<file path="config.mk">
export PLATFORM = sky130hd
export DESIGN_NAME = m68k_bus_sequencer
export DESIGN_NICKNAME = d
export VERILOG_FILES = /design/src/rtl/m68k_bus_pkg.sv /design/src/rtl/m68k_sync2.sv /design/src/rtl/m68k_bus_sequencer.sv
export SDC_FILE = /design/constraint.sdc
export NUM_CORES = 1
export LEC_CHECK = 0
export ABC_CLOCK_PERIOD_IN_PS = 2200
export CAP_MARGIN = 20
export CORE_ASPECT_RATIO = 1.25
export CORE_MARGIN = 1.5
export CORE_UTILIZATION = 49
export CTS_CLUSTER_DIAMETER = 120
export DETAILED_ROUTE_END_ITERATION = 8
export PLACE_DENSITY = 0.79
export REMOVE_ABC_BUFFERS = 1
export SETUP_SLACK_MARGIN = 0.05
export SYNTH_ARGS = -nofsm -noshare
export SYNTH_HDL_FRONTEND = slang
export SYNTH_SLANG_ARGS = --single-unit
</file>
<file path="constraint.sdc">
create_clock -name clk50 -period 2.2 [get_ports clk50]
set_input_delay 0.22 -clock clk50 [delete_from_list [all_inputs] [get_ports clk50]]
set_output_delay 0.22 -clock clk50 [all_outputs]
set_load 0.01 [all_outputs]
</file>
<file path="src/rtl/m68k_bus_pkg.sv">
// Shared types for the 68000 bus sequencer: region and FSM encodings,
// region base nibbles for addr[23:20], and the address decode helper.
package m68k_bus_pkg;

  typedef enum logic [1:0] {REG_NONE, REG_RAM, REG_EEPROM, REG_IO} region_t;
  typedef enum logic [2:0] {IDLE, DECODE, WAIT, ACK, ERR} state_t;

  localparam logic [3:0] LOW_BASE    = 4'h0;
  localparam logic [3:0] RAM_BASE    = 4'h1;
  localparam logic [3:0] EEPROM_BASE = 4'hE;
  localparam logic [3:0] IO_BASE     = 4'hF;

  // The low megabyte is EEPROM while booting and RAM afterwards
  function automatic region_t decode_region(input logic boot, input logic [3:0] nib);
    if ((boot && nib == LOW_BASE) || nib == EEPROM_BASE) return REG_EEPROM;
    if ((!boot && nib == LOW_BASE) || nib == RAM_BASE)   return REG_RAM;
    if (nib == IO_BASE)                                  return REG_IO;
    return REG_NONE;
  endfunction

endpackage

</file>
<file path="src/rtl/m68k_sync2.sv">
// Two-flop synchronizer for asynchronous CPU/peripheral strobes.
// Resets to 1 so active-low strobes read as idle out of reset.
module m68k_sync2 (
  input  logic clk50,
  input  logic reset_n,
  input  logic d,
  output logic q
);

  logic meta;

  // Shift the async input through two flops
  always_ff @(posedge clk50) begin
    if (!reset_n) {q, meta} <= 2'b11;
    else          {q, meta} <= {meta, d};
  end

endmodule

</file>
<file path="src/rtl/m68k_bus_sequencer.sv">
// 68000 bus cycle sequencer: decodes addr[23:13] into a region, drives the
// chip selects, counts wait states and terminates with DTACK or BERR.
// Optional feature: define BERR_TIMEOUT_EN to end a WAIT that lasts TIMEOUT
// cycles with a bus error; without it WAIT holds until the device acks.
module m68k_bus_sequencer
  import m68k_bus_pkg::*;
#(
  parameter int unsigned RAM_WS    = 1,
  parameter int unsigned EEPROM_WS = 4,
  parameter int unsigned IO_WS     = 2,
  parameter int unsigned TIMEOUT   = 255,
  parameter int unsigned CNT_W     = 8
) (
  input  logic         clk50,
  input  logic         reset_n,
  input  logic         as_n,
  input  logic         uds_n,
  input  logic         lds_n,
  input  logic         rw,
  input  logic [23:13] addr,
  input  logic         boot,
  input  logic         dtack_trig,
  output logic         dtack_n,
  output logic         berr_n,
  output logic         oe_n,
  output logic         ram_ce_n,
  output logic         eeprom_uds_n,
  output logic         eeprom_lds_n,
  output logic [3:0]   cs,
  output logic         busy
);

  localparam logic [CNT_W-1:0] RAM_WS_C    = CNT_W'(RAM_WS);
  localparam logic [CNT_W-1:0] EEPROM_WS_C = CNT_W'(EEPROM_WS);
  localparam logic [CNT_W-1:0] IO_WS_C     = CNT_W'(IO_WS);
  localparam logic [CNT_W-1:0] TIMEOUT_C   = CNT_W'(TIMEOUT);

  state_t           state, state_nxt;
  region_t          region;
  logic             rw_q;
  logic [1:0]       io_idx;
  logic [CNT_W-1:0] counter;
  logic [1:0]       vld_pipe;   // synchronizer contents are real once this fills
  logic             armed;      // as_s has been seen high since the last cycle start
  logic             as_s, dtack_s;
  logic             trusted, start, ack_ok, sel;

  m68k_sync2 u_sync_as    (.clk50(clk50), .reset_n(reset_n), .d(as_n),       .q(as_s));
  m68k_sync2 u_sync_dtack (.clk50(clk50), .reset_n(reset_n), .d(dtack_trig), .q(dtack_s));

  // Reset preloads the synchronizers with 1; ignore as_s until they have
  // been refilled so a strobe held low across reset never looks like a new edge.
  assign trusted = vld_pipe[1];
  assign start   = (state == IDLE) && trusted && armed && !as_s;

  logic unused_ok;
  assign unused_ok = ^{addr[19:15], TIMEOUT_C};

  // State, decode latch, wait counter and arming flag
  always_ff @(posedge clk50) begin
    if (!reset_n) begin
      state    <= IDLE;
      region   <= REG_NONE;
      rw_q     <= 1'b0;
      io_idx   <= 2'd0;
      counter  <= '0;
      vld_pipe <= 2'b00;
      armed    <= 1'b0;
    end else begin
      state    <= state_nxt;
      vld_pipe <= {vld_pipe[0], 1'b1};
      if (start) begin
        region <= decode_region(boot, addr[23:20]);
        rw_q   <= rw;
        io_idx <= addr[14:13];
        armed  <= 1'b0;
      end else if (trusted && as_s) begin
        armed  <= 1'b1;
      end
      // counter reads 1 in the first WAIT cycle, so ACK lands WS+2 after as_s falls
      unique case (state)
        IDLE:    counter <= '0;
        DECODE:  counter <= CNT_W'(1);
        WAIT:    if (counter != '1) counter <= counter + 1'b1;
        default: ;
      endcase
    end
  end

  // Region-specific termination condition while waiting
  always_comb begin
    ack_ok = 1'b0;
    unique case (region)
      REG_RAM:    ack_ok = (counter == RAM_WS_C);
      REG_EEPROM: ack_ok = (counter == EEPROM_WS_C);
      REG_IO:     ack_ok = (counter >= IO_WS_C) && dtack_s;
      default:    ack_ok = 1'b0;
    endcase
  end

  // Next-state: CPU releasing the strobe always wins over ack/timeout
  always_comb begin
    state_nxt = state;
    unique case (state)
      IDLE:   if (start) state_nxt = DECODE;
      DECODE: begin
        if (as_s)                    state_nxt = IDLE;
        else if (region == REG_NONE) state_nxt = ERR;
        else                         state_nxt = WAIT;
      end
      WAIT: begin
        if (as_s)        state_nxt = IDLE;
        else if (ack_ok) state_nxt = ACK;
`ifdef BERR_TIMEOUT_EN
        else if (counter == TIMEOUT_C) state_nxt = ERR;
`endif
      end
      ACK, ERR: if (as_s) state_nxt = IDLE;
      default:  state_nxt = IDLE;
    endcase
  end

  // Outputs decoded from state and the latched region
  always_comb begin
    sel          = (state == DECODE) || (state == WAIT) || (state == ACK);
    busy         = (state != IDLE);
    dtack_n      = !(state == ACK);
    berr_n       = !(state == ERR);
    ram_ce_n     = !(sel && region == REG_RAM);
    oe_n         = !(sel && rw_q && (region == REG_RAM || region == REG_EEPROM));
    eeprom_uds_n = !(sel && region == REG_EEPROM && !uds_n);
    eeprom_lds_n = !(sel && region == REG_EEPROM && !lds_n);
    cs           = 4'hF;
    if (sel && region == REG_IO) cs[io_idx] = 1'b0;
  end

endmodule

</file>
Word-level counts from Yosys, hierarchy flattened:

Cells that the tools add are included.

* register bits after elaboration: 23
* input port bits: 19
* output and inout bits: 11
* word-level logic and storage cells: 106

* add/sub/neg operators: 1
* $lt $le $gt $ge: 3
* equality and inequality tests: 17
* multiplexer cells: 32
* bitwise operators: 2
* reductions and logical operators: 39

Operators with widths (number)
* one-hot mux 8 bit (3 select lines): 1
* 2-to-1 mux 3 bit: 6
* logical AND 1 bit: 15
* 2-to-1 mux 1 bit: 14
* 2-to-1 mux 2 bit: 6
* one-hot mux 3 bit (4 select lines): 1
* logical NOT 1 bit: 10
* adder 8 x 1 -> 8 bit, second input constant: 1
* == test 4 bit, second input constant: 2
* == test 8 x 1 -> 1 bit, second input constant: 1
* == test 8 x 3 -> 1 bit, second input constant: 1
* >= comparator 8 x 2 -> 1 bit, second input constant: 1
* 2-to-1 mux 8 bit: 1
* != test 8 bit, second input constant: 1
* == test 3 x 2 -> 1 bit, second input constant: 2
* nonzero test 3 bit: 2
* logical OR 1 bit: 5
* == test 2 bit, second input constant: 2
* == test 4 x 1 -> 1 bit, second input constant: 1
* logical NOT 4 bit: 1
* 2-to-1 mux 4 bit: 1
* != test 2 bit, second input constant: 2
* inverter 4 bit: 1
* OR reduction 2 bit: 2
* 14 further kinds: 14

Longest topological paths before layout:

* depth after elaboration: 16
* mapped depth: 7

By module:

From an unflattened synthesis, not the netlist that was laid out.

* cells, all modules: 144
* area, all modules: 1226.2 um^2

Modules (own cells, without submodules)
* m68k_bus_sequencer: instances 1, cells an instance 136, area an instance 1121.1 um^2, sequential area each 380.4 um^2
* m68k_sync2: instances 2, cells an instance 4, area an instance 52.6 um^2, sequential area each 40.0 um^2

Least setup slack after synthesis:

OpenSTA, ideal clock, no wires.

* kind: reg-to-reg
* from: register counter[0]
* to: register counter[3]
* setup time: 71 ps
* arrival time: 1606 ps
* data required time: 2129 ps
* slack: 523 ps
* cell stages (with the launch flop): 7
* clock period less this slack: 1677 ps
* cells stage by stage: dfxtp_1 -> ha_1 -> and4_2 -> a41oi_4 -> nor2_2 -> or3_1 -> a21oi_1

* longest elaborated chain between the ends: 3

Ends and longest elaborated chain
* from (decl): line m68k_bus_sequencer.sv:42 `logic [CNT_W-1:0] counter;`
* from (signal assigned): line m68k_bus_sequencer.sv:84 `WAIT: if (counter != '1) counter <= counter + 1'b1;`
* adder 8 x 1 -> 8 bit or != test 8 bit (tied branches): line m68k_bus_sequencer.sv:84
* 2-to-1 mux 8 bit or != test 2 bit (tied branches)
* one-hot mux 8 bit (3 select lines) or AND reduction 2 bit (tied branches)

Several ways; a longest one is shown, not always the timed one. The select of a mux whose other input is x is not followed.
A chain may end at the register's enable or synchronous reset.

Worst setup path after layout:

* from: register state[2]
* to: output busy

* longest elaborated chain between the ends: 1

Ends and longest elaborated chain
* from (decl): line m68k_bus_sequencer.sv:38 `state_t state, state_nxt;`
* from (signal assigned): line m68k_bus_sequencer.sv:70 `state <= state_nxt;`
* nonzero test 3 bit: line m68k_bus_sequencer.sv:126 `busy = (state != IDLE);`
* to (decl): line m68k_bus_sequencer.sv:30 `output logic busy`

No other way between the ends.

==> run metrics <==
worst-margin pin slew 0.432 ns; Die Y-Extent 59.7 µm; Ant. Diodes 0; yosys warns 0; CP Data Required Time 1.98 ns; Vias 1114; Netlist cell types 44; Horiz. Die Dim 48.3 µm; CP Class reg -> out; Post-synth ARST share 0%; FF-to-FF End counter[5]; final setup vio count 0; VDD IR-drop max 0.000407 V; period utilization 92.2%; final WL 2610 µm; Final ANT Viol Nets 0; total die area 2880 µm²; crit end category output pin; count leader, synth dfxtp_1; first-pass GRT wire length 4460 µm; gp weighted congestion 0.783; CP endpoint busy; Final Net Count 193; FP Rows 20; Starting Density 51.9%; top post-synthesis cells by count dfxtp_1 (23), nor2_1 (15), nand2_1 (13), o21ai_0 (7); Reg clk slew, reported paths 0.13 ns; vias per cell 5.57; hold slack final 0.422 ns; crit path from state[2]; Tot GR Track Use 19.4%; post-synth top area cell dfxtp_1; Clock Latency Late Sink 0.31 ns; vias in the first global route 1092; DR WL/cell 13.1 µm; Longest Clk Path Bufs 2; Rel. slew slack 71.1%; IO buf count 24; Pleak 0.000566 µW; Pwr Density 477 nW/µm²; clock period minus final worst setup slack 2.03 ns; Final Max Slew Viols 0; largest net degree at the start of global routing 14; Gate Count Post-Synth 143; worst hold path class reg -> reg; CTS Buf Count 3; MaxCap Viol Count 0; io pins 30; HPWL Detailed 1990 µm; CTS Sinks 23; Synth top area share 36.6%; worst reg2reg startpoint counter[0]; largest cells by area after synthesis dfxtp_1 (37%), ha_1 (6.0%), nor2_1 (4.5%); Synth-to-Final Area Change 23.1%; layout cells sized above 1 12.6%; Critical Path Source Type flop; register area share after synthesis 36.6%; status completed; Yosys reg bits 23; fillers 207; crit path max fanout 10; Primary FF master, synth dfxtp_1; hold_buf cts 0; RSZ-0062 raised after global routing false; Post-synth EDFFs 0; multi-input logic area 734 µm²; Root Driver clkbuf_4; GR Overflow Total 0; final clock skew 0.00661 ns; Fmax 493 MHz; H-tree level count 1; post-layout util 63.8%; drt pass-1 iters 6; DRC errors left 0; CORE AREA 2430 µm²; Hold Vio Cnt, Final 0; Setup TNS 0 ns; Sequential Area 472 µm²; initial DRC count 28; Avg Inst Size Synth 8.80 µm²; CTS tree built; cells on worst reg2reg path 6; antenna violations before repair 0; reg2reg setup slack 0.30 ns; Crit path arrival time 1.81 ns; Post-Syn Area 1260 µm²
worst min-delay path by stage:
stage | to | slack [ns] | depth (start not counted) | startpoint
finish | u_sync_as.q | 0.42 | 1 | u_sync_as.meta
detailed placement | u_sync_as.q | 0.40 | 1 | u_sync_as.meta
global route | u_sync_as.q | 0.44 | 1 | u_sync_as.meta
global placement | u_sync_as.q | 0.39 | 1 | u_sync_as.meta
floorplan | vld_pipe[0] | 0.25 | 0 | reset_n
CTS | u_sync_as.q | 0.43 | 1 | u_sync_as.meta
cell usage in the layout (no fill, tap or decap), drive strengths merged, types with 5 or more instances in the layout:
cell           instances
clkdlybuf4s50         24
inv                    5
dfxtp                 23
nand3                  5
nor2                  17
ha                     6
a21oi                  5
nand2b                 6
nand2                 13
nand3b                 5
o21ai                  7
cell families (layout without fill, tap and decap cells):
| group | Yosys count | in the layout | synth area share, % |
|---|---|---|---|
| adders and majority gates | 6 | 6 | 5.96 |
| buffers and inverters | 11 | 35 | 5.07 |
| AOI/OAI and AO/OA | 27 | 27 | 16.0 |
| muxes | 4 | 4 | 3.18 |
| xor gates and xnor gates | 4 | 4 | 2.78 |
| and+or+nand+nor | 68 | 68 | 30.4 |
| DFF | 23 | 23 | 36.6 |
per-stage QoR:
| step | total power [µW] | setup WS [ns] | instances | cell area, µm² |
|---|---|---|---|---|
| 2_1_floorplan | 498 | 0.524 | 137 | 1210 |
| 4_1_cts | 744 | 0.117 | 200 | 1540 |
| 3_5_place_dp | 552 | 0.331 | 196 | 1510 |
| 3_3_place_gp | 549 | 0.377 | 196 | 1510 |
| 6_report | 738 | 0.171 | 200 | 1550 |
| 5_1_grt | 772 | 0.0534 | 200 | 1550 |
final cells by class:
type / count / area share, %
Clock buffer: 3 / 1.45
Clock inverter: 1 / 0.323
Inverter: 5 / 1.21
Multi-Input combinational cell: 109 / 47.4
Sequential cell: 23 / 30.5
Tap cell: 33 / 2.67
Timing Repair Buffer: 26 / 16.5
routing by layer:
metal,up-vias,GRT usage [%],part of all wire (%)
met4,0,8.16,1.2
met2,25,39.7,55
met5,-,0,0
li1,549,-,-
met3,4,2.50,2.8
met1,536,20.0,41
sequential cells by signal, indices dropped and copies added (netlist names), 2 cells and up:
name and count:
region 2, io_idx 2, vld_pipe 2, state 3, counter 8
power by group:
group | switching, µW | total (µW) | leakage (µW) | internal (µW)
Sequential | 14.6 | 443 | 0.000190 | 428
Clock | 127 | 195 | 0.0000177 | 67.9
Combinational | 43.6 | 101 | 0.000358 | 57.0
what timing repair did:
| item | 4_1_cts | 5_1_grt |
|---|---|---|
| setup buffers | 0 | 0 |
| resized for setup | 2 | 5 |
| endpoints found under the setup margin | 1 | 2 |
worst max-delay path: stages (launching register included):
cell             delay, ns
dfxtp_2               0.39
or2_2                 0.34
nor2_1                0.18
inv_1                 0.10
clkdlybuf4s50_1       0.49
Note: power is estimated with default switching activity, not from simulation.
